===== src/rtl/vram_arbiter_if.sv =====
// Bus bundle for vram_arbiter: the CPU memory port, the scanout read port and the single-port VRAM.
// Scanout handshake: vid_req is held with vid_addr stable until vid_ack; vid_ack is combinational and
// means the read was issued to the RAM this cycle. vid_rvalid/vid_rdata follow exactly one cycle later.
interface vram_arbiter_if;
  logic [15:0] cpu_address;
  logic        cpu_load;
  logic [15:0] cpu_wdata;
  logic        cpu_busy;
  logic [15:0] cpu_rdata;

  logic        vid_req;
  logic [12:0] vid_addr;
  logic        vid_ack;
  logic        vid_rvalid;
  logic [15:0] vid_rdata;

  logic [12:0] ram_addr;
  logic [15:0] ram_wdata;
  logic        ram_we;
  logic [15:0] ram_rdata;

  // Arbiter state (1 = scanout owns the RAM) for checkers.
  logic        dbg_vid;

  modport slave (
    input  cpu_address, cpu_load, cpu_wdata, vid_req, vid_addr, ram_rdata,
    output cpu_busy, cpu_rdata, vid_ack, vid_rvalid, vid_rdata,
           ram_addr, ram_wdata, ram_we, dbg_vid
  );

  modport master (
    output cpu_address, cpu_load, cpu_wdata, vid_req, vid_addr, ram_rdata,
    input  cpu_busy, cpu_rdata, vid_ack, vid_rvalid, vid_rdata,
           ram_addr, ram_wdata, ram_we, dbg_vid
  );
endinterface


===== src/rtl/vram_arbiter.sv =====
// Time-shares the single-port VRAM between the CPU and the scanout reader. cpu_busy comes straight
// from the state register so the RAM is never muxed away from the CPU within a busy-low cycle.
module vram_arbiter #(
  parameter int CPU_WINDOW    = 3,
  parameter int MAX_VID_BURST = 8
) (
  input logic           clk,
  input logic           reset,
  vram_arbiter_if.slave bus
);
  localparam int WW = $clog2(CPU_WINDOW + 1);
  localparam int BW = $clog2(MAX_VID_BURST + 1);

  typedef enum logic {
    ST_CPU = 1'b0,
    ST_VID = 1'b1
  } state_t;

  state_t        state, state_nxt;
  logic [WW-1:0] win_cnt, win_nxt;
  logic [BW-1:0] burst_cnt, burst_nxt;
  logic          ack;
  logic          vid_rvalid_q;
  logic          cpu_sel;
  logic          unused_addr_msb;

  assign cpu_sel         = bus.cpu_address[14] & ~bus.cpu_address[13];
  assign unused_addr_msb = bus.cpu_address[15];

  always_ff @(posedge clk) begin
    if (reset) begin
      state        <= ST_CPU;
      win_cnt      <= WW'(CPU_WINDOW);
      burst_cnt    <= '0;
      vid_rvalid_q <= 1'b0;
    end else begin
      state        <= state_nxt;
      win_cnt      <= win_nxt;
      burst_cnt    <= burst_nxt;
      vid_rvalid_q <= ack;
    end
  end

  always_comb begin
    state_nxt = state;
    win_nxt   = win_cnt;
    burst_nxt = burst_cnt;
    ack       = 1'b0;
    case (state)
      ST_CPU: begin
        if (win_cnt != WW'(CPU_WINDOW)) win_nxt = win_cnt + WW'(1);
        // The current busy-low cycle counts toward the window, hence the -1.
        if (bus.vid_req && (win_cnt >= WW'(CPU_WINDOW - 1))) begin
          state_nxt = ST_VID;
          burst_nxt = '0;
        end
      end
      ST_VID: begin
        ack = bus.vid_req;
        if (!bus.vid_req || (burst_cnt == BW'(MAX_VID_BURST - 1))) begin
          state_nxt = ST_CPU;
          win_nxt   = '0;
        end else begin
          burst_nxt = burst_cnt + BW'(1);
        end
      end
      default: state_nxt = ST_CPU;
    endcase
  end

  assign bus.cpu_busy   = (state == ST_VID);
  assign bus.dbg_vid    = (state == ST_VID);
  assign bus.ram_addr   = (state == ST_VID) ? bus.vid_addr : bus.cpu_address[12:0];
  assign bus.ram_wdata  = bus.cpu_wdata;
  assign bus.ram_we     = (state == ST_CPU) & bus.cpu_load & cpu_sel;
  assign bus.vid_ack    = ack;
  assign bus.vid_rvalid = vid_rvalid_q;
  assign bus.cpu_rdata  = bus.ram_rdata;
  assign bus.vid_rdata  = bus.ram_rdata;
endmodule


===== src/flat_wrapper.sv =====
// flat-port wrapper written by rule: the top's interface ports become plain ports
module vram_arbiter_flat 
#(
  parameter int CPU_WINDOW    = 3,
  parameter int MAX_VID_BURST = 8
)
  (clk, reset, bus_cpu_address, bus_cpu_load, bus_cpu_wdata, bus_vid_req, bus_vid_addr, bus_ram_rdata, bus_cpu_busy, bus_cpu_rdata, bus_vid_ack, bus_vid_rvalid, bus_vid_rdata, bus_ram_addr, bus_ram_wdata, bus_ram_we, bus_dbg_vid);
  vram_arbiter_if bus_i ();
  input logic clk;
  input logic reset;
  input wire logic [$bits(bus_i.cpu_address)-1:0] bus_cpu_address;
  input wire logic [$bits(bus_i.cpu_load)-1:0] bus_cpu_load;
  input wire logic [$bits(bus_i.cpu_wdata)-1:0] bus_cpu_wdata;
  input wire logic [$bits(bus_i.vid_req)-1:0] bus_vid_req;
  input wire logic [$bits(bus_i.vid_addr)-1:0] bus_vid_addr;
  input wire logic [$bits(bus_i.ram_rdata)-1:0] bus_ram_rdata;
  output wire logic [$bits(bus_i.cpu_busy)-1:0] bus_cpu_busy;
  output wire logic [$bits(bus_i.cpu_rdata)-1:0] bus_cpu_rdata;
  output wire logic [$bits(bus_i.vid_ack)-1:0] bus_vid_ack;
  output wire logic [$bits(bus_i.vid_rvalid)-1:0] bus_vid_rvalid;
  output wire logic [$bits(bus_i.vid_rdata)-1:0] bus_vid_rdata;
  output wire logic [$bits(bus_i.ram_addr)-1:0] bus_ram_addr;
  output wire logic [$bits(bus_i.ram_wdata)-1:0] bus_ram_wdata;
  output wire logic [$bits(bus_i.ram_we)-1:0] bus_ram_we;
  output wire logic [$bits(bus_i.dbg_vid)-1:0] bus_dbg_vid;
  assign bus_i.cpu_address = bus_cpu_address;
  assign bus_i.cpu_load = bus_cpu_load;
  assign bus_i.cpu_wdata = bus_cpu_wdata;
  assign bus_i.vid_req = bus_vid_req;
  assign bus_i.vid_addr = bus_vid_addr;
  assign bus_i.ram_rdata = bus_ram_rdata;
  assign bus_cpu_busy = bus_i.cpu_busy;
  assign bus_cpu_rdata = bus_i.cpu_rdata;
  assign bus_vid_ack = bus_i.vid_ack;
  assign bus_vid_rvalid = bus_i.vid_rvalid;
  assign bus_vid_rdata = bus_i.vid_rdata;
  assign bus_ram_addr = bus_i.ram_addr;
  assign bus_ram_wdata = bus_i.ram_wdata;
  assign bus_ram_we = bus_i.ram_we;
  assign bus_dbg_vid = bus_i.dbg_vid;
  vram_arbiter #(.CPU_WINDOW(CPU_WINDOW), .MAX_VID_BURST(MAX_VID_BURST)) u_core (.clk(clk), .reset(reset), .bus(bus_i));
endmodule

===== config.mk =====
export PLATFORM = sky130hd
export DESIGN_NAME = vram_arbiter_flat
export DESIGN_NICKNAME = d
export VERILOG_FILES = /design/src/rtl/vram_arbiter_if.sv /design/src/rtl/vram_arbiter.sv /design/src/flat_wrapper.sv
export SDC_FILE = /design/constraint.sdc
export NUM_CORES = 1
export LEC_CHECK = 0
export BUFFER_PORTS_ARGS = -buffer_cell sky130_fd_sc_hd__buf_2
export CORE_MARGIN = 2
export CORE_UTILIZATION = 30
export CTS_CLUSTER_DIAMETER = 120
export DETAILED_ROUTE_END_ITERATION = 6
export PLACE_DENSITY_LB_ADDON = 0.05
export SYNTH_ARGS = -nofsm -noshare
export SYNTH_HDL_FRONTEND = slang
export SYNTH_SLANG_ARGS = --single-unit

===== constraint.sdc =====
create_clock -name clk -period 1.63 [get_ports clk]
set_input_delay 0.2445 -clock clk [delete_from_list [all_inputs] [get_ports clk]]
set_output_delay 0.2445 -clock clk [all_outputs]
set_load 0.05 [all_outputs]

==> impl_metrics.json <==
{
  "ys_top_cells_by_count": "buf_4, mux2_2, dfxtp_1, inv_1, nor2_1",
  "ys_ff_latch": 8,
  "power.density_nw_per_um2": 1130,
  "remaining_drc_errors": 0,
  "hp-class": "in2reg",
  "yosysMostFrequentCell": "buf_4",
  "dr_total_vias": 682,
  "synth_cells": 109,
  "synth_area_leaders": "buf_4, dfxtp_1, mux2_2, ha_1, a211o_1",
  "p_leak_nw": 0.471,
  "detailed_place_hpwl_mm": 1.43,
  "grt_pass1_vias": 604,
  "peakVddDrop_mv": 0.268,
  "path_clk_slew_ns": 0.05,
  "htreeDepth": 1,
  "start_util_pct": 31.1,
  "postSynthAreaPerCell_um2": 8.57,
  "report.final.slew_viol_count": 0,
  "yosysTopAreaCell": "buf_4",
  "wl_met3_um": 242,
  "max_freq_mhz": 632,
  "cts_sinks": 8,
  "drt_wl_total_mm": 1.82,
  "first_iter_violations": 13,
  "tns_ns": 0,
  "ant_nets": 0,
  "n_antenna_cell": 0,
  "firstDrtPassIters": 3,
  "avgRoutedWirePerCell_um": 12.5,
  "synth_edf_count": 0,
  "status": "finished, final reports clean",
  "dieArea_um2": 3580,
  "multi_input_area_um2": 384,
  "cts_max_path_buffers": 2,
  "vias_per_cell": 4.70,
  "crit_fanout": 9,
  "cts_root_buf": "clkbuf_4",
  "pwr-share-comb_pct": 59.9,
  "drive_above_1_share_pct": 64.3,
  "maxCapViolations": 0,
  "place_inst": 142,
  "place.gp.congestion": 0.680,
  "numPortBuffers": 49,
  "fin_nets": 182,
  "rsz0062_at_grt": "no",
  "ys_seq_area_share_pct": 17.1,
  "hold_violations": 0,
  "antenna_found_initial": 0,
  "max_slew_margin_pct": 83.8,
  "finClkSkew_ns": 0.00359,
  "setup-violations-final": 0,
  "crit_arrival_ns": 1.34,
  "wl_met1_um": 715,
  "die_w_um": 59.8,
  "std_cell_rows": 20,
  "whs_ns": 0.278,
  "p_sw_share_pct": 46.8,
  "grt_max_degree": 10,
  "tightest_slew_ns": 0.244,
  "syn_nets": 177,
  "synthArstFlopShare_pct": 0,
  "routed.top_layer": "met4",
  "netlist.area_leader.share_pct": 39.4,
  "grt.total_usage_pct": 9.98,
  "insertion_delay_ns": 0.25,
  "grt_pass1_wl_mm": 2.60,
  "ys_types": 27,
  "p_int_mw": 0.567,
  "regArea_um2": 164,
  "crit_type": "reg2out",
  "ys_warn_count": 0,
  "layout.cells.non_filler": 145,
  "wl_met2_um": 811,
  "clock_power_share_pct": 14.4,
  "cp_data_required_time_ns": 1.39,
  "cts_buffers": 3,
  "critPathLaunchType": "flop",
  "syn2layout_area_growth_pct": 0.402,
  "tritoncts": "yes",
  "p_switching_mw": 0.498,
  "syn_area_um2": 935,
  "critPathCaptureType": "output pin",
  "overflow": 0,
  "die_h_um": 59.8,
  "fillCellCount": 319,
  "finalPower_mw": 1.06,
  "core_um2": 3000,
  "io_pins": 131,
  "period_share_pct": 97.1,
  "power_frac_seq_pct": 25.7,
  "fin_crit_ns": 1.58,
  "synth-main-ff-cell": "dfxtp_1"
}
cells in the final DEF (no fill, tap or decap), types with 2 or more instances in the layout:
cell type / n
a31oi_1: 2
nor2_1: 4
mux2_2: 13
ha_1: 3
clkbuf_4: 3
nor3_1: 2
inv_1: 4
o221ai_1: 2
a211o_1: 2
buf_4: 10
nand3_1: 2
dfxtp_1: 7
nand2b_1: 2
buf_2: 41
power by group through the flow:
stage / sequential [mW] / combinational, mW / clock (mW)
2_1_floorplan: 0.283 / 0.769 / 0
3_3_place_gp: 0.276 / 0.623 / 0
3_5_place_dp: 0.276 / 0.619 / 0
4_1_cts: 0.274 / 0.622 / 0.160
5_1_grt: 0.279 / 0.681 / 0.170
6_report: 0.273 / 0.638 / 0.153
registers in the layout (all words and copies together) (netlist names):
name                   cells
u_core.burst_cnt           4
u_core.bus.cpu_busy        1
u_core.bus.vid_rvalid      1
u_core.win_cnt             2
stage by stage:
step | setup WS, ns | instance area [um2] | util [%]
global route | 0.00173 | 938 | 31.3
finish | 0.0476 | 938 | 31.3
detailed placement | 0.119 | 890 | 29.6
CTS | 0.00803 | 915 | 30.5
floorplan | 0.0328 | 952 | -
global placement | 0.139 | 890 | 29.6
path summary, 6_finish.rpt:
check,startpoint,to,slack [ns],cells past startpoint
worst max-delay path,u_core.bus.cpu_busy,bus_ram_addr[12],0.05,3
worst min-delay path,reset,u_core.bus.cpu_busy,0.28,2
worst max register to register,u_core.burst_cnt[0],u_core.burst_cnt[3],0.08,4
worst min register to register,u_core.burst_cnt[1],u_core.burst_cnt[1],0.51,2
per-layer routing:
layer	vias up	global-route usage, %
li1	329	-
met5	-	0
met2	49	13.2
met4	0	9.21
met3	10	4.55
met1	294	11.7
logic make-up after synthesis:
logic type	after synthesis	share of synthesized area (%)
AOI/OAI and AO/OA	12	9.91
adders and majority gates	3	4.02
buffers and inverters	57	43.4
DFF	8	17.1
muxes	13	15.7
and+or+nand+nor	16	9.91
layout make-up:
type	instances	share of cell area, %
Multi-Input combinational cell	44	40.9
Timing Repair Buffer	53	33.2
Sequential cell	8	17.5
Tap cell	33	4.40
Clock buffer	3	2.40
Inverter	4	1.60
what timing repair did:
item | in CTS | in global routing
endpoints found under the hold margin | 0 | 0
setup endpoints to repair | 10 | 8
hold buffers | 0 | 0
pin swaps | 0 | 0
resized for setup | 1 | 17
buffers inserted | 0 | 0
worst max-delay path: stages (launching register included):
cell	delay [ns]
dfxtp_4	0.42
buf_12	0.14
mux2_2	0.32
buf_2	0.21
Power figures use the tool's default switching activity.
